[src/rtl/vend_pkg.sv]
// Shared definitions for the vending request sequencer: field widths,
// result codes, FSM state encoding and a small sizing helper.
package vend_pkg;

  localparam int DIGIT_W = 4;
  localparam int COST_W  = 3;

  typedef enum logic [1:0] {
    RES_VENDED  = 2'b00,
    RES_INVALID = 2'b01,
    RES_FAILED  = 2'b10,
    RES_TIMEOUT = 2'b11
  } result_e;

  typedef enum logic [3:0] {
    S_IDLE, S_CARD, S_GAP_C, S_KEY1, S_GAP_1, S_KEY2, S_GAP_2,
    S_WAIT_COST, S_AUTH, S_PAY, S_WAIT_VEND, S_DOOR_WAIT, S_DOOR, S_FINISH
  } state_e;

  function automatic int max3(input int a, input int b, input int c);
    int m;
    m = a;
    if (b > m) m = b;
    if (c > m) m = c;
    return m;
  endfunction

endpackage

[src/rtl/vend_request_sequencer_if.sv]
// Bundle of command, authorizer and machine-side signals of the sequencer.
// master: the sequencer itself; slave: host/authorizer/machine side.
interface vend_request_sequencer_if;
  import vend_pkg::*;

  logic               START;
  logic [DIGIT_W-1:0] TENS;
  logic [DIGIT_W-1:0] UNITS;
  logic               AUTH_VALID;
  logic               AUTH_OK;
  logic               TAKE_ITEM;
  logic               VEND;
  logic               INVALID_SEL;
  logic               FAILED_TRAN;
  logic [COST_W-1:0]  COST;
  logic               CARD_IN;
  logic               KEY_PRESS;
  logic               VALID_TRAN;
  logic               DOOR_OPEN;
  logic [DIGIT_W-1:0] ITEM_CODE;
  logic               AUTH_REQ;
  logic [COST_W-1:0]  AUTH_AMT;
  logic               BUSY;
  logic               DONE;
  logic [1:0]         RESULT;

  modport master (
    input  START, TENS, UNITS, AUTH_VALID, AUTH_OK, TAKE_ITEM,
           VEND, INVALID_SEL, FAILED_TRAN, COST,
    output CARD_IN, KEY_PRESS, VALID_TRAN, DOOR_OPEN, ITEM_CODE,
           AUTH_REQ, AUTH_AMT, BUSY, DONE, RESULT
  );

  modport slave (
    output START, TENS, UNITS, AUTH_VALID, AUTH_OK, TAKE_ITEM,
           VEND, INVALID_SEL, FAILED_TRAN, COST,
    input  CARD_IN, KEY_PRESS, VALID_TRAN, DOOR_OPEN, ITEM_CODE,
           AUTH_REQ, AUTH_AMT, BUSY, DONE, RESULT
  );
endinterface

[src/rtl/vseq_timer.sv]
// Loadable down-counter shared by the gap, timeout and door delays.
// expired is high while the count sits at zero.
module vseq_timer #(
  parameter int WIDTH = 4
) (
  input  logic             clk,
  input  logic             rst,
  input  logic             load,
  input  logic [WIDTH-1:0] load_val,
  output logic             expired
);

  logic [WIDTH-1:0] cnt_q, cnt_d;

  // Reload on request, otherwise count down and hold at zero
  always_comb begin
    cnt_d = cnt_q;
    if (load)
      cnt_d = load_val;
    else if (cnt_q != '0)
      cnt_d = cnt_q - 1'b1;
  end

  // Count register
  always_ff @(posedge clk or posedge rst) begin
    if (rst) cnt_q <= '0;
    else     cnt_q <= cnt_d;
  end

  assign expired = (cnt_q == '0);

endmodule

[src/rtl/vend_request_sequencer.sv]
// Vending machine request sequencer: turns one START command into the
// card/key/payment/door pulse sequence and classifies the outcome.
// Build option VSEQ_AUTO_DOOR_EN: door opens DOOR_DELAY cycles after VEND
// instead of waiting for TAKE_ITEM.
// Every wait state lasts at most TIMEOUT_CYCLES+1 cycles; a response seen in
// the last cycle still wins over the timeout.
module vend_request_sequencer
  import vend_pkg::*;
#(
  parameter int GAP_CYCLES     = 1,
  parameter int TIMEOUT_CYCLES = 12,
  parameter int DOOR_DELAY     = 2
) (
  input logic                     CLK,
  input logic                     RESET,
  vend_request_sequencer_if.master bus
);

  localparam int TMR_MAX  = max3(TIMEOUT_CYCLES, DOOR_DELAY, GAP_CYCLES);
  localparam int TMR_W    = $clog2(TMR_MAX + 1);
  localparam int GAP_LOAD = (GAP_CYCLES > 1) ? GAP_CYCLES - 1 : 0;
`ifdef VSEQ_AUTO_DOOR_EN
  localparam int DOOR_LOAD = (DOOR_DELAY > 1) ? DOOR_DELAY - 1 : 0;
`endif

  state_e             state_q, state_d;
  result_e            result_q, result_d;
  logic [DIGIT_W-1:0] tens_q, tens_d, units_q, units_d;
  logic [DIGIT_W-1:0] item_code_q, item_code_d;
  logic [COST_W-1:0]  auth_amt_q, auth_amt_d;
  logic card_in_q, card_in_d, key_press_q, key_press_d;
  logic valid_tran_q, valid_tran_d, door_open_q, door_open_d;
  logic auth_req_q, auth_req_d, busy_q, busy_d, done_q, done_d;

  logic             tmr_load, tmr_expired;
  logic [TMR_W-1:0] tmr_val;

  vseq_timer #(.WIDTH(TMR_W)) u_timer (
    .clk(CLK), .rst(RESET), .load(tmr_load), .load_val(tmr_val), .expired(tmr_expired)
  );

  // Next state, latched data and result
  always_comb begin
    state_d    = state_q;
    result_d   = result_q;
    tens_d     = tens_q;
    units_d    = units_q;
    auth_amt_d = auth_amt_q;
    unique case (state_q)
      S_IDLE: if (bus.START) begin
        state_d  = S_CARD;
        tens_d   = bus.TENS;
        units_d  = bus.UNITS;
        result_d = RES_VENDED;
      end
      S_CARD:  state_d = S_GAP_C;
      S_GAP_C: if (tmr_expired) state_d = S_KEY1;
      S_KEY1:  state_d = S_GAP_1;
      S_GAP_1: if (tmr_expired) state_d = S_KEY2;
      S_KEY2:  state_d = S_GAP_2;
      S_GAP_2: if (tmr_expired) state_d = S_WAIT_COST;
      S_WAIT_COST: begin
        if (bus.INVALID_SEL) begin
          result_d = RES_INVALID; state_d = S_FINISH;
        end else if (bus.FAILED_TRAN) begin
          result_d = RES_FAILED; state_d = S_FINISH;
        end else if (bus.COST != '0) begin
          auth_amt_d = bus.COST; state_d = S_AUTH;
        end else if (tmr_expired) begin
          result_d = RES_TIMEOUT; state_d = S_FINISH;
        end
      end
      S_AUTH: begin
        if (bus.FAILED_TRAN) begin
          result_d = RES_FAILED; state_d = S_FINISH;
        end else if (bus.AUTH_VALID) begin
          // A declined payment sends nothing; the machine reports the failure
          state_d = bus.AUTH_OK ? S_PAY : S_WAIT_VEND;
        end else if (tmr_expired) begin
          result_d = RES_TIMEOUT; state_d = S_FINISH;
        end
      end
      S_PAY: begin
        if (bus.FAILED_TRAN) begin
          result_d = RES_FAILED; state_d = S_FINISH;
        end else begin
          state_d = S_WAIT_VEND;
        end
      end
      S_WAIT_VEND: begin
        if (bus.FAILED_TRAN) begin
          result_d = RES_FAILED; state_d = S_FINISH;
        end else if (bus.VEND) begin
          state_d = S_DOOR_WAIT;
        end else if (tmr_expired) begin
          result_d = RES_TIMEOUT; state_d = S_FINISH;
        end
      end
      S_DOOR_WAIT: begin
`ifdef VSEQ_AUTO_DOOR_EN
        if (tmr_expired) state_d = S_DOOR;
`else
        if (bus.TAKE_ITEM) begin
          state_d = S_DOOR;
        end else if (tmr_expired) begin
          result_d = RES_TIMEOUT; state_d = S_FINISH;
        end
`endif
      end
      S_DOOR: begin
        result_d = RES_VENDED; state_d = S_FINISH;
      end
      S_FINISH: state_d = S_IDLE;
      default:  state_d = S_IDLE;
    endcase
  end

  // Timer reload on entry to every timed state
  always_comb begin
    tmr_load = 1'b0;
    tmr_val  = '0;
    if (state_d != state_q) begin
      unique case (state_d)
        S_GAP_C, S_GAP_1, S_GAP_2: begin
          tmr_load = 1'b1; tmr_val = TMR_W'(GAP_LOAD);
        end
        S_WAIT_COST, S_AUTH, S_WAIT_VEND: begin
          tmr_load = 1'b1; tmr_val = TMR_W'(TIMEOUT_CYCLES);
        end
        S_DOOR_WAIT: begin
          tmr_load = 1'b1;
`ifdef VSEQ_AUTO_DOOR_EN
          tmr_val  = TMR_W'(DOOR_LOAD);
`else
          tmr_val  = TMR_W'(TIMEOUT_CYCLES);
`endif
        end
        default: ;
      endcase
    end
  end

  // Outputs decoded from the next state so they register alongside it
  always_comb begin
    card_in_d    = (state_d == S_CARD);
    key_press_d  = (state_d == S_KEY1) || (state_d == S_KEY2);
    valid_tran_d = (state_d == S_PAY);
    door_open_d  = (state_d == S_DOOR);
    auth_req_d   = (state_d == S_AUTH);
    busy_d       = (state_d != S_IDLE) && (state_d != S_FINISH);
    done_d       = (state_d == S_FINISH);
    item_code_d  = '0;
    if (state_d == S_KEY1 || state_d == S_GAP_1) item_code_d = tens_d;
    if (state_d == S_KEY2 || state_d == S_GAP_2) item_code_d = units_d;
  end

  // FSM and output registers
  always_ff @(posedge CLK or posedge RESET) begin
    if (RESET) begin
      state_q      <= S_IDLE;
      result_q     <= RES_VENDED;
      tens_q       <= '0;
      units_q      <= '0;
      auth_amt_q   <= '0;
      item_code_q  <= '0;
      card_in_q    <= 1'b0;
      key_press_q  <= 1'b0;
      valid_tran_q <= 1'b0;
      door_open_q  <= 1'b0;
      auth_req_q   <= 1'b0;
      busy_q       <= 1'b0;
      done_q       <= 1'b0;
    end else begin
      state_q      <= state_d;
      result_q     <= result_d;
      tens_q       <= tens_d;
      units_q      <= units_d;
      auth_amt_q   <= auth_amt_d;
      item_code_q  <= item_code_d;
      card_in_q    <= card_in_d;
      key_press_q  <= key_press_d;
      valid_tran_q <= valid_tran_d;
      door_open_q  <= door_open_d;
      auth_req_q   <= auth_req_d;
      busy_q       <= busy_d;
      done_q       <= done_d;
    end
  end

  assign bus.CARD_IN    = card_in_q;
  assign bus.KEY_PRESS  = key_press_q;
  assign bus.VALID_TRAN = valid_tran_q;
  assign bus.DOOR_OPEN  = door_open_q;
  assign bus.ITEM_CODE  = item_code_q;
  assign bus.AUTH_REQ   = auth_req_q;
  assign bus.AUTH_AMT   = auth_amt_q;
  assign bus.BUSY       = busy_q;
  assign bus.DONE       = done_q;
  assign bus.RESULT     = result_q;

endmodule

[src/flat_wrapper.sv]
// flat-port wrapper written by rule: the top's interface ports become plain ports
module vend_request_sequencer_flat import vend_pkg::*;
#(
  parameter int GAP_CYCLES     = 1,
  parameter int TIMEOUT_CYCLES = 12,
  parameter int DOOR_DELAY     = 2
)
  (CLK, RESET, bus_START, bus_TENS, bus_UNITS, bus_AUTH_VALID, bus_AUTH_OK, bus_TAKE_ITEM, bus_VEND, bus_INVALID_SEL, bus_FAILED_TRAN, bus_COST, bus_CARD_IN, bus_KEY_PRESS, bus_VALID_TRAN, bus_DOOR_OPEN, bus_ITEM_CODE, bus_AUTH_REQ, bus_AUTH_AMT, bus_BUSY, bus_DONE, bus_RESULT);
  vend_request_sequencer_if bus_i ();
  input logic CLK;
  input logic RESET;
  input wire logic [$bits(bus_i.START)-1:0] bus_START;
  input wire logic [$bits(bus_i.TENS)-1:0] bus_TENS;
  input wire logic [$bits(bus_i.UNITS)-1:0] bus_UNITS;
  input wire logic [$bits(bus_i.AUTH_VALID)-1:0] bus_AUTH_VALID;
  input wire logic [$bits(bus_i.AUTH_OK)-1:0] bus_AUTH_OK;
  input wire logic [$bits(bus_i.TAKE_ITEM)-1:0] bus_TAKE_ITEM;
  input wire logic [$bits(bus_i.VEND)-1:0] bus_VEND;
  input wire logic [$bits(bus_i.INVALID_SEL)-1:0] bus_INVALID_SEL;
  input wire logic [$bits(bus_i.FAILED_TRAN)-1:0] bus_FAILED_TRAN;
  input wire logic [$bits(bus_i.COST)-1:0] bus_COST;
  output wire logic [$bits(bus_i.CARD_IN)-1:0] bus_CARD_IN;
  output wire logic [$bits(bus_i.KEY_PRESS)-1:0] bus_KEY_PRESS;
  output wire logic [$bits(bus_i.VALID_TRAN)-1:0] bus_VALID_TRAN;
  output wire logic [$bits(bus_i.DOOR_OPEN)-1:0] bus_DOOR_OPEN;
  output wire logic [$bits(bus_i.ITEM_CODE)-1:0] bus_ITEM_CODE;
  output wire logic [$bits(bus_i.AUTH_REQ)-1:0] bus_AUTH_REQ;
  output wire logic [$bits(bus_i.AUTH_AMT)-1:0] bus_AUTH_AMT;
  output wire logic [$bits(bus_i.BUSY)-1:0] bus_BUSY;
  output wire logic [$bits(bus_i.DONE)-1:0] bus_DONE;
  output wire logic [$bits(bus_i.RESULT)-1:0] bus_RESULT;
  assign bus_i.START = bus_START;
  assign bus_i.TENS = bus_TENS;
  assign bus_i.UNITS = bus_UNITS;
  assign bus_i.AUTH_VALID = bus_AUTH_VALID;
  assign bus_i.AUTH_OK = bus_AUTH_OK;
  assign bus_i.TAKE_ITEM = bus_TAKE_ITEM;
  assign bus_i.VEND = bus_VEND;
  assign bus_i.INVALID_SEL = bus_INVALID_SEL;
  assign bus_i.FAILED_TRAN = bus_FAILED_TRAN;
  assign bus_i.COST = bus_COST;
  assign bus_CARD_IN = bus_i.CARD_IN;
  assign bus_KEY_PRESS = bus_i.KEY_PRESS;
  assign bus_VALID_TRAN = bus_i.VALID_TRAN;
  assign bus_DOOR_OPEN = bus_i.DOOR_OPEN;
  assign bus_ITEM_CODE = bus_i.ITEM_CODE;
  assign bus_AUTH_REQ = bus_i.AUTH_REQ;
  assign bus_AUTH_AMT = bus_i.AUTH_AMT;
  assign bus_BUSY = bus_i.BUSY;
  assign bus_DONE = bus_i.DONE;
  assign bus_RESULT = bus_i.RESULT;
  vend_request_sequencer #(.GAP_CYCLES(GAP_CYCLES), .TIMEOUT_CYCLES(TIMEOUT_CYCLES), .DOOR_DELAY(DOOR_DELAY)) u_core (.CLK(CLK), .RESET(RESET), .bus(bus_i));
endmodule
[config.mk]
export PLATFORM = sky130hd
export DESIGN_NAME = vend_request_sequencer_flat
export DESIGN_NICKNAME = d
export VERILOG_FILES = /design/src/rtl/vend_pkg.sv /design/src/rtl/vend_request_sequencer_if.sv /design/src/rtl/vseq_timer.sv /design/src/rtl/vend_request_sequencer.sv /design/src/flat_wrapper.sv
export SDC_FILE = /design/constraint.sdc
export NUM_CORES = 1
export LEC_CHECK = 0
export BUFFER_PORTS_ARGS = -buffer_cell sky130_fd_sc_hd__clkbuf_2
export CAP_MARGIN = 10
export CORE_ASPECT_RATIO = 0.5
export CORE_MARGIN = 2
export CORE_UTILIZATION = 33
export CTS_CLUSTER_DIAMETER = 50
export DETAILED_ROUTE_END_ITERATION = 8
export HOLD_SLACK_MARGIN = 0.05
export MAX_ROUTING_LAYER = met4
export PLACE_DENSITY = 0.48
export SYNTH_ARGS = -nofsm -noshare
export SYNTH_HDL_FRONTEND = slang
export SYNTH_HIERARCHICAL = 1
export SYNTH_SLANG_ARGS = --single-unit
[constraint.sdc]
create_clock -name CLK -period 5.2 [get_ports CLK]
set_clock_uncertainty 0.2 [all_clocks]
set_input_delay 0.26 -clock CLK [delete_from_list [all_inputs] [get_ports CLK]]
set_output_delay 0.26 -clock CLK [all_outputs]
set_load 0.03 [all_outputs]
Word level (Yosys, flattened, before mapping) --
Index checks and enable logic that the tools add are counted.
Cells by class: add/subtract/negate cells 1, eq/ne operators 33, mux-type cells 40, bitwise gates (word level) 2, reduce and logical (&&, ||, !) cells 15
Operator list (count):
- $mux W4 | 23
- $pmux W4 S13 | 1
- $eq A4 B4 Y1 const B | 11
- $eq A4 B3 Y1 const B | 8
- $mux W2 | 12
- $eq A4 B2 Y1 const B | 4
- $pmux W2 S7 | 1
- $eq A4 B1 Y1 const B | 2
- $logic_not A4 Y1 | 2
- $ne A4 B4 Y1 const B | 2
- $reduce_bool A4 Y1 | 2
- $reduce_and A7 Y1 | 1
- $reduce_bool A7 Y1 | 1
- $reduce_or A7 Y1 | 1
- $ne A2 B2 Y1 const B | 3
- $ne A3 B3 Y1 const B | 2
- $ne A4 B4 Y1 | 1
- $reduce_and A4 Y1 | 1
- $reduce_or A4 Y1 | 1
- $sub A4 B1 Y4 const B | 1
- $logic_or A1 B1 Y1 | 3
- $mux W3 | 1
- $reduce_bool A3 Y1 | 1
- $mux W1 | 2
- 3 further kinds | 4
Word-level totals: bits in registers 32, input port bits 20, logic and storage cells 105

Depth between registers and ports, before layout --
Gate-level depths: netlist (run 1).
depth in word-level cells 11, gate-level depth with buffers 15, gate-level depth less buffers 12

Hierarchy --
Netlist (run 1), hierarchy kept.
By module, submodules not included:
- vend_request_sequencer | times used 1, cells an instance 184, area each 1724.2 um2, sequential area each 700.7 um2
- vseq_timer | times used 1, cells an instance 24, area each 235.2 um2, sequential area each 100.1 um2

Worst setup path after synthesis (run 1) --
No wires, ideal clock.
kind register -> register, start reg u_core.u_timer.cnt_q[0], end reg u_core.u_timer.cnt_q[3], library setup time 0.126 ns, arrival time 2.778 ns, data required time 4.874 ns, setup slack 2.096 ns, cell stages (with the launch flop) 15, buffers on the path 3, path through dfrtp_1 inv_1 ha_1 nor3b_4 buf_2 nor3_1 o32ai_1 nand2_1 o311a_1 buf_6 a2111oi_2 o21a_1 clkbuf_1 nor3_1 a221o_1
On the way: word-level cells in the longest chain between the ends 11, elaborated cells on any way between the ends 33, classes of those cells add/sub (1); eq/ne (8); mux (19); reduce/logical (5)
Ends and longest elaborated chain:
- start, declared | RTL line vseq_timer.sv:13 | logic [WIDTH-1:0] cnt_q, cnt_d;
- start signal, assigned | RTL line vseq_timer.sv:27 | else cnt_q <= cnt_d;
- $logic_not A4 Y1 (*) | RTL line vseq_timer.sv:30 | assign expired = (cnt_q == '0);
- via u_core.tmr_expired | RTL line vend_request_sequencer.sv:35 | logic tmr_load, tmr_expired;
- $mux W4
- $mux W4 | RTL line vend_request_sequencer.sv:67 | end else if (bus.COST != '0) begin
- $mux W4 | RTL line vend_request_sequencer.sv:65 | end else if (bus.FAILED_TRAN) begin
- $mux W4 | RTL line vend_request_sequencer.sv:63 | if (bus.INVALID_SEL) begin
- $pmux W4 S13 (*) | RTL line vend_request_sequencer.sv:49 | unique case (state_q)
- $eq A4 B2 Y1 (tied with other cells) | RTL line vend_request_sequencer.sv:123 | unique case (state_d)
- $reduce_or A7 Y1 (no source line)
- $mux W1 | RTL line vend_request_sequencer.sv:123
- $mux W1 (*) | RTL line vend_request_sequencer.sv:122 | if (state_d != state_q) begin
- via u_core.tmr_load | RTL line vend_request_sequencer.sv:35
- $mux W4 or $reduce_bool A2 Y1 (tied branches)
The timed path passes the listed nets; every way through them passes the cells marked *. The select of a mux whose other input is x is not followed. A chain may end at the register's enable or synchronous reset.

Worst setup path after layout (run 1) --
start reg u_core.u_timer.cnt_q[0], end reg u_core.u_timer.cnt_q[3]
On the way: word-level cells in the longest chain between the ends 11, elaborated cells on any way between the ends 33, classes of those cells add/sub (1); eq/ne (8); mux (19); reduce/logical (5)
Ends and longest elaborated chain:
- $logic_not A4 Y1 (*) | RTL line vseq_timer.sv:30
- via u_core.tmr_expired | RTL line vend_request_sequencer.sv:35
- $mux W4
- $mux W4 | RTL line vend_request_sequencer.sv:67
- $mux W4 | RTL line vend_request_sequencer.sv:65
- $mux W4 | RTL line vend_request_sequencer.sv:63
- $pmux W4 S13 (*) | RTL line vend_request_sequencer.sv:49
- via u_core.state_d[3] | RTL line vend_request_sequencer.sv:26 | state_e state_q, state_d;
- $eq A4 B2 Y1 (tied with other cells) | RTL line vend_request_sequencer.sv:123
- $reduce_or A7 Y1 (no source line)
- $mux W1 | RTL line vend_request_sequencer.sv:123
- $mux W1 (*) | RTL line vend_request_sequencer.sv:122
- via u_core.tmr_load | RTL line vend_request_sequencer.sv:35
- $mux W4 or $reduce_bool A2 Y1 (tied branches)
Marks and branches as above.

==> results.yml, run 1 <==
min_path:
  hold_start: "bus_UNITS[1]"
  worstHoldPathType: "in -> reg"
  holdPathEnd: "u_core/units_q[1]"
  min_path_cells: 3
cts:
  clockRootBuffer: "clkbuf_16"
  insertion_delay_ps: 280
  cts_max_level: 2
  cts_tree: "built"
  cts_sinks: 32
  post_cts_buffers: 0
  clk_pin_slew_ps: 50
  ctsLongestPathBuffers: 2
  post_cts_resized: 0
  cts_made_buffers: 5
cells_and_area:
  syn2layout_area_growth_pct: 23.9
  ff_latch_area_um2: 801
  layout-drive-gt1-share: 0.256
  diodes: 0
  final_nets: 270
  multiInputGateArea_um2: 1010
  final.fill_count: 569
route:
  routed-via-count: 1747
  drc: 1
  dr.pass1.iters: 7
  wire_per_inst_um: 15.7
  ant_nets: 0
  drtIter0Drc: 108
  viasPerCell: 5.41
  wl_um: 5080
critical_path:
  r2r_cells: 11
  cp_data_arrival_time_ps: 3470
  cp-start-kind: "flop"
  crit_required_ps: 5160
  crit_path_end_kind: "flop"
  worstSetupPathType: "reg -> reg"
  rrSetupSlack_ps: 1690
  reg2reg_from: "u_core/u_timer/cnt_q[0]"
  cp_max_fo: 13
  r2r_end: "u_core/u_timer/cnt_q[3]"
sta:
  drv_slew: 0
  period_share: 0.675
  whs_ps: 48.1
  relSlewSlack: 0.265
  tns_ps: 0
  hold_viol_final: 0
  finalSetupViolations: 0
  tightest_slew_ps: 1100
  fmax_mhz: 285
  rsz0062_at_grt: "no"
  period_minus_slack_ps: 3510
logic_synthesis:
  ys_warn_count: 6
  synth_fa_ha_area_frac: 0.00639
  ys_top_cells_by_area: "dfrtp_1 (41%), mux2i_1 (5.1%), mux2_2 (4.0%), inv_1 (2.9%), nand2_1 (2.9%)"
  synthSimpleGateAreaFrac: 0.213
  muxShareOfSynthArea: 0.0913
  synthArstFlopShare: 1.00
  yosysTopAreaCell: "dfrtp_1"
  synth_edf_count: 0
  yosysMostFrequentCell: "dfrtp_1"
  synthFlopType: "dfrtp_1"
  synth_top_family_by_area: "simple AND/OR/NAND/NOR gates"
  synth_area_um2: 1960
  syn_area_per_cell_um2: 9.42
  yosys-top-cells-count: "dfrtp_1 (32), inv_1 (15), nand2_1 (15)"
  synth_cells: 208
  ys_ff_latch: 32
  synth_top_area_share: 0.409
  ys_types: 61
  synth-compound-area-share: 0.188
  yosysSeqAreaShare: 0.409
  synthXorXnorAreaFrac: 0.0134
grt:
  grt_max_degree: 29
  grt_pass1_vias: 1684
  grtUsageTotal: 0.169
  grt_pass1_wl_um: 8330
  overflow: 0
  antenna_found_initial: 0
floorplan:
  num_rows: 19
  start_util: 0.349
  dieArea_um2: 6610
  coreArea_um2: 5610
  die_width_um: 113
  ios: 36
  die_h_um: 58.5
pwr:
  p_per_area_nw_per_um2: 689
  peakVddDrop_v: 0.000190
  p_leak_nw: 1.15
placement:
  dp_hpwl_um: 3590
  port_buffers: 35
  finalWeightedCongestion: 0.896
outcome:
  violations: "design-rule violations"
  outcome: "complete, but fails checks"
job:
  drv_cap: 0
## layout make-up
type                            count  share of cell area
Clock buffer                        5              0.0515
Clock inverter                      3              0.0175
Inverter                           18              0.0299
Multi-Input combinational cell    146               0.417
Sequential cell                    32               0.330
Tap cell                           73              0.0376
Timing Repair Buffer               46               0.116
## layout by cell type, fill, tap and decap left out, types with 3 or more instances in the layout
cell,instances
o221ai_1,3
mux2_2,7
clkbuf_2,35
o21ai_0,5
nor3_1,11
nand3_1,4
nand2b_1,7
or3_1,3
a21oi_1,8
clkbuf_16,5
nand4_1,5
xnor2_1,3
nor2b_1,4
dfrtp_1,32
o21ai_1,8
dlygate4sd3_1,10
nor2_1,8
mux2i_1,10
nand2_1,15
inv_1,15
## per-stage QoR
| stage | setup WS [ps] | instances | util | area (um^2) | power [mW] |
|---|---|---|---|---|---|
| 2_1_floorplan | 2100 | 209 | - | 1960 | 1.17 |
| 3_3_place_gp | 1830 | 305 | 0.385 | 2160 | 1.33 |
| 3_5_place_dp | 1730 | 305 | 0.385 | 2160 | 1.32 |
| 4_1_cts | 1710 | 323 | 0.433 | 2430 | 1.68 |
| 5_1_grt | 1380 | 323 | 0.433 | 2430 | 1.81 |
| 6_report | 1690 | 323 | 0.433 | 2430 | 1.67 |
## sequential cells by signal, indices dropped and copies added, names as in the netlist, 2 cells and up
name                  cells
u_core/state_q            4
u_core/bus.AUTH_AMT       3
u_core/units_q            4
u_core/bus.ITEM_CODE      4
u_core/tens_q             4
u_core/bus.RESULT         2
u_core/u_timer/cnt_q      4
## power breakdown
group          total [mW]  switching [mW]  internal, mW
logic               0.896           0.560         0.336
registers           0.440          0.0915         0.349
clock network       0.337           0.113         0.225
## worst max path at each step
stage,start,endpoint,slack [ps],depth (start not counted)
2_1_floorplan,u_core/u_timer/cnt_q[0],u_core/u_timer/cnt_q[3],2100,14
4_1_cts,u_core/u_timer/cnt_q[0],u_core/u_timer/cnt_q[3],1710,11
3_5_place_dp,u_core/u_timer/cnt_q[0],u_core/u_timer/cnt_q[3],1730,11
5_1_grt,u_core/u_timer/cnt_q[0],u_core/u_timer/cnt_q[3],1380,11
6_report,u_core/u_timer/cnt_q[0],u_core/u_timer/cnt_q[3],1690,11
3_3_place_gp,u_core/u_timer/cnt_q[0],u_core/u_timer/cnt_q[3],1830,11
## what timing repair did
item,in CTS,in global routing
setup endpoints to repair,0,0
hold buffers,10,0
hold endpoints to repair,41,0
## per-layer routing
layer | GRT usage | routed length [um] | share of wire | vias to the layer above
li1 | - | - | - | 837
met1 | 0.245 | 2610 | 0.51 | 832
met2 | 0.236 | 2130 | 0.42 | 66
met3 | 0.0319 | 258 | 0.051 | 12
met4 | 0.0645 | 83 | 0.016 | 0
met5 | - | 0 | 0 | -
## critical path, stage by stage (launching register included)
cell	delay, ps
dfrtp_1	340
inv_1	60
ha_1	240
nor3b_4	220
nor3_1	260
nand2_1	120
a22oi_1	850
inv_1	230
a21oi_1	200
o21a_1	280
nor3_1	70
a221o_1	320
## cell families after synthesis
family | Yosys count
AO/OA/AOI/OAI | 50
other | 1
multiplexers | 17
flip-flops | 32
AND/OR/NAND/NOR | 73
adder cells (fa/ha/maj) | 1
buffers and inverters | 31
XOR/XNOR | 3
Power figures use the tool's default switching activity.
==> run 2: changes to the inputs <==
- ABC_AREA: not set -> 1
- clock period: 5.2 -> 3.3 ns (I/O delays scaled with it)
==> run 2 against run 1 <==
The flow now finishes without violations. Clock power is 58% higher. Routed wire length is 3.8% higher. Sequential share of layout area is 2.6 points lower. Clock-buffer cell count stayed put. Register-to-register slack worse by 1200 ps. Die area is 6.0% higher. Cell area is 8.5% higher. Final cell count is 36% higher. Power is 72% higher. Combinational power is 84% higher. Area after synthesis is 6.3% higher. Critical path type unchanged. Largest cell class unchanged.
==> results.yml, run 2 <==
outcome:
  outcome: "complete, no violations"
job:
  drv_cap: 0
critical_path:
  r2r_cells: 18
  worstSetupPathType: "reg -> reg"
  crit_required_ps: 3270
  cp_data_arrival_time_ps: 2790
  crit_path_end_kind: "flop"
  rrSetupSlack_ps: 470
  slowest_delay_ps: 360
  cp_common_cell: "nand2_1"
  reg2reg_from: "u_core/u_timer/cnt_q[0]"
  r2r_end: "u_core/u_timer/cnt_q[1]"
  cp-start-kind: "flop"
  critPathSlowestCell: "dfrtp_1"
  cp_max_fo: 8
  crit_chain: "inv_1 > ha_1 > nand2_2 > inv_1 > nor2_1 > nand2_1 > nand2_1 > nand3_1 > nor2_4 > nand2_4 > nand2_2 > nand2_1 > clkinv_1 > nand2_1 > a21oi_2 > o21ai_0 > nand2_1 > nand2_1"
cts:
  post_cts_resized: 0
  post_cts_buffers: 0
  clockRootBuffer: "clkbuf_16"
  cts_tree: "built"
  insertion_delay_ps: 280
  cts_made_buffers: 5
  ctsLongestPathBuffers: 2
  cts_sinks: 32
  cts_max_level: 2
  clk_pin_slew_ps: 50
  cts_hold_buf: 13
sta:
  drv_slew: 0
  tightest_slew_ps: 928
  hold_viol_final: 0
  rsz0062_at_grt: "no"
  timing.final.ws_setup_ps: 473
  fmax_mhz: 354
  relSlewSlack: 0.381
  period_minus_slack_ps: 2830
  finalSetupViolations: 0
  tns_ps: 0
  period_share: 0.857
placement:
  port_buffers: 35
  post-place-ws_ps: 485
  dp_hpwl_um: 3980
  finalWeightedCongestion: 0.899
logic_synthesis:
  synth_area_um2: 2080
  syn_area_per_cell_um2: 7.01
  ys_types: 28
  ys_warn_count: 6
  yosysTopAreaCell: "dfrtp_1"
  ys_top_cells_by_area: "dfrtp_1 (38%), nand2_1 (21%), nor2_1 (4.9%), nand3_1 (4.8%), inv_1 (4.0%)"
  yosysMostFrequentCell: "nand2_1"
  ys_ff_latch: 32
  synth_edf_count: 0
  yosysSeqAreaShare: 0.384
  synth_top_area_share: 0.384
  yosys-top-cells-count: "nand2_1 (118), dfrtp_1 (32), nor2_1 (27)"
  synthArstFlopShare: 1.00
  synth_cells: 297
  synthFlopType: "dfrtp_1"
route:
  viasPerCell: 4.38
  wire_per_inst_um: 12.0
  drc: 0
  wl_um: 5280
  drtIter0Drc: 104
  dr.pass1.iters: 4
  routed-via-count: 1922
  ant_nets: 0
min_path:
  min_path_cells: 3
  holdPathEnd: "u_core/bus.RESULT[0]"
  hold_start: "bus_INVALID_SEL"
  worstHoldPathType: "in -> reg"
grt:
  grtUsageTotal: 0.170
  overflow: 0
  grt_max_degree: 22
  grt_pass1_wl_um: 8670
  antenna_found_initial: 0
  grt_pass1_vias: 1710
cells_and_area:
  syn2layout_area_growth_pct: 26.4
  final_nets: 371
  diodes: 0
  final_common_cell: "nand2_1"
  layout-drive-gt1-share: 0.259
  mostFrequentLayoutCells: "nand2_1 (118), clkbuf_2 (35), dfrtp_1 (32), nor2_1 (27), inv_1 (22)"
  final_core_util: 0.433
pwr:
  p_per_area_nw_per_um2: 1090
  peakVddDrop_v: 0.000271
  p_leak_nw: 1.44
floorplan:
  start_util: 0.343
  coreArea_um2: 6080
  die_h_um: 60.2
  die_width_um: 116
  ios: 36
  dieArea_um2: 7000
  num_rows: 20
[run 2: worst max-delay path by stage]
stage                                        from                       to  slack (ps)  cells after the start
after floorplan           u_core/u_timer/cnt_q[0]  u_core/u_timer/cnt_q[1]         820                     18
after global placement    u_core/u_timer/cnt_q[0]  u_core/u_timer/cnt_q[1]         470                     18
after detailed placement  u_core/u_timer/cnt_q[0]  u_core/u_timer/cnt_q[1]         490                     18
after CTS                 u_core/u_timer/cnt_q[0]  u_core/u_timer/cnt_q[1]         470                     18
after global routing      u_core/u_timer/cnt_q[0]  u_core/u_timer/cnt_q[1]         240                     18
final                     u_core/u_timer/cnt_q[0]  u_core/u_timer/cnt_q[1]         470                     18
[run 2: where the power goes]
group          total, mW  leakage (nW)  switching, mW  internal, mW
sequential         0.704         0.415          0.156         0.549
clock              0.532        0.0798          0.177         0.354
combinational       1.65         0.942           1.12         0.524
[run 2: critical path: cells and delay by family, from the launching register on]
family / cells / cell delay, ps
DFF: 1 / 360
adders and majority gates: 1 / 230
and+or+nand+nor: 12 / 1200
buffers and inverters: 3 / 250
AOI/OAI and AO/OA: 2 / 460
[run 2: layer usage]
| layer | part of all wire | GRT usage |
|---|---|---|
| met2 | 0.41 | 0.248 |
| met4 | 0.010 | 0.0510 |
| met1 | 0.53 | 0.239 |
| met3 | 0.056 | 0.0345 |
| met5 | 0 | - |
[run 2: cell families after synthesis]
| group | count (synthesis) | share of synthesized area |
|---|---|---|
| adders and majority gates | 1 | 0.00601 |
| DFF | 32 | 0.384 |
| AOI/OAI and AO/OA | 23 | 0.0667 |
| other | 1 | 0.00180 |
| xor gates and xnor gates | 1 | 0.00420 |
| and+or+nand+nor | 199 | 0.447 |
| buffers and inverters | 40 | 0.0901 |
[run 2: final cells by class]
cell class	instances	area, um^2
clock buffers	5	125
repair buffers	49	313
inverters	36	143
flip-flops and latches	32	801
clock inverters	3	42.5
fillers	631	3450
well taps	88	110
multi-input cells	226	1100
[run 2: metrics by stage]
step                      instances  area, um^2  total power [mW]  hold WS, ps
final                           439        2630              2.88         53.7
after global routing            439        2630              3.15          107
after CTS                       439        2630              2.90         58.9
after detailed placement        418        2330              2.34         -147
after global placement          418        2330              2.35         -147
after floorplan                 298        2090              2.03         -269
==> run 3: changes to the inputs <==
- PLACE_DENSITY: 0.48 -> 0.5
- clock period: 3.3 -> 2.35 ns (I/O delays scaled with it)
==> run 3 against run 2 <==
Register-to-register slack got worse by 450 ps. Critical path type unchanged. Highest routed layer unchanged. Worst hold slack improved by 32 ps. Largest power group unchanged. Power rose by 86%. Combinational power rose by 130%. First-iteration DRC count rose by 5.8%. Sequential power rose by 26%. Maximum frequency rose by 21%. Global-route usage rose by 1.1 points.
==> results.yml, run 3 (synthesized netlist as in run 2, its figures left out) <==
route:
  drtIter0Drc: 110
  dr.pass1.iters: 4
  ant_nets: 0
  routed-via-count: 2166
  viasPerCell: 4.45
  wl_um: 5890
  wire_per_inst_um: 12.1
  drc: 0
cts:
  clk_pin_slew_ps: 50
  insertion_delay_ps: 280
  cts_made_buffers: 5
  cts_max_level: 2
  ctsLongestPathBuffers: 2
  clockRootBuffer: "clkbuf_16"
  cts_sinks: 32
  cts_tree: "built"
outcome:
  outcome: "complete, no violations"
sta:
  drv_slew: 0
  period_share: 0.992
  period_minus_slack_ps: 2330
  hold_viol_final: 0
  rsz0062_at_grt: "yes"
  fmax_mhz: 429
  finalSetupViolations: 0
floorplan:
  num_rows: 20
  die_width_um: 116
  die_h_um: 60.2
  ios: 36
  coreArea_um2: 6080
  start_util: 0.343
  dieArea_um2: 7000
pwr:
  total_power_mw: 5.36
  peakVddDrop_v: 0.000587
  p_per_area_nw_per_um2: 1670
  p_leak_nw: 1.72
critical_path:
  crit_required_ps: 2310
  worstSetupPathType: "reg -> reg"
  worstSetupStartpoint: "u_core/u_timer/cnt_q[0]"
  cp-start-kind: "flop"
  reg2reg_from: "u_core/u_timer/cnt_q[0]"
  crit_path_end_kind: "flop"
  cp_data_arrival_time_ps: 2290
  cp_max_fo: 8
cells_and_area:
  final_common_cell: "nand2_1"
  mostFrequentLayoutCells: "nand2_1 (105), buf_4 (45), clkbuf_2 (35), dfrtp_1 (32), nor2_1 (20)"
  fin_area_um2: 3220
  final_core_util: 0.529
  final_nets: 419
  final.fill_count: 586
  syn2layout_area_growth_pct: 54.5
  instances_no_fill: 487
  diodes: 0
  layout-drive-gt1-share: 0.421
placement:
  placed_area_um2: 2650
  dp_hpwl_um: 4380
  finalWeightedCongestion: 0.974
  port_buffers: 35
  place_inst: 455
grt:
  grtUsageTotal: 0.181
  grt_util_met3: 0.0304
  grt_pass1_wl_um: 9250
  grt_max_degree: 23
  use_met1: 0.250
  antenna_found_initial: 0
  overflow: 0
  top_usage_layer: "met2"
  use_met2: 0.275
  grt_pass1_vias: 1969
job:
  drv_cap: 0
min_path:
  worstHoldPathType: "in -> async"
==> run 3: cell count changes in the layout (fill, tap and decap cells not counted), sizes merged <==
cell,before,now
clkinv,4,3
dlygate4sd3,13,14
buf,1,48
inv,33,34
==> run 3: metal layers <==
layer / share of wire / vias to the layer above / wire length, um
met2: 0.44 / 47 / 2590
met4: 0.011 / 0 / 63
met1: 0.50 / 994 / 2970
met5: 0 / - / 0
li1: - / 1119 / -
met3: 0.045 / 6 / 268
==> run 3: through the flow <==
stage          worst slack [ps]  hold slack [ps]  TNS (ps)
3_3_place_gp               -108             -196      -355
5_1_grt                    -123              119      -569
2_1_floorplan              6.67             -316         0
6_report                   18.2             85.4         0
3_5_place_dp               -139             -198      -432
4_1_cts                    2.29             87.4         0
==> run 3: worst paths after layout <==
kind                       cells after the start                      end  slack [ps]
max                                           18  u_core/u_timer/cnt_q[0]          20
min                                            3  u_core/u_timer/cnt_q[1]          90
max reg2reg                                   18  u_core/u_timer/cnt_q[0]          20
min reg2reg                                    2         u_core/tens_q[3]         280
max in group asynchronous                      4          u_core/bus.BUSY        1170
min in group CLK                               5         u_core/tens_q[1]         160
==> run 3: final cells by class <==
cell class,count,area [um^2],share of cell area
Timing Repair Buffer,97,704,0.219
Inverter,36,158,0.0490
Sequential cell,32,801,0.249
Multi-Input combinational cell,226,1280,0.397
Clock inverter,3,42.5,0.0132
Tap cell,88,110,0.0342
Clock buffer,5,125,0.0389
==> run 3: repair_timing <==
item                                    in CTS  in global routing
gates resized for setup                     13                 39
setup buffers                                3                  8
hold buffers                                14                  0
pin swaps                                    6                 26
endpoints found under the setup margin       4                  8
endpoints found under the hold margin       50                  0
==> run 3: where the power goes <==
group | internal, mW | switching [mW] | leakage [nW] | total, mW
Clock | 0.498 | 0.253 | 0.0798 | 0.751
Combinational | 1.56 | 2.16 | 1.22 | 3.72
Sequential | 0.773 | 0.112 | 0.415 | 0.885
Total | 2.84 | 2.52 | 1.72 | 5.36
==> run 3: critical path, cell delays in order, from the launching register on <==
cell and delay, ps:
dfrtp_1 360, inv_2 60, ha_4 170, nand2_4 70
inv_6 50, inv_8 70, nand2_8 60, inv_4 50
nand2_2 50, nor2_1 160, nor2_2 70, nand3_4 120
nand3_1 80, nand2_1 80, nand2_2 70, a21oi_4 230
o21ai_0 110, nand2_1 80, nand2_1 50
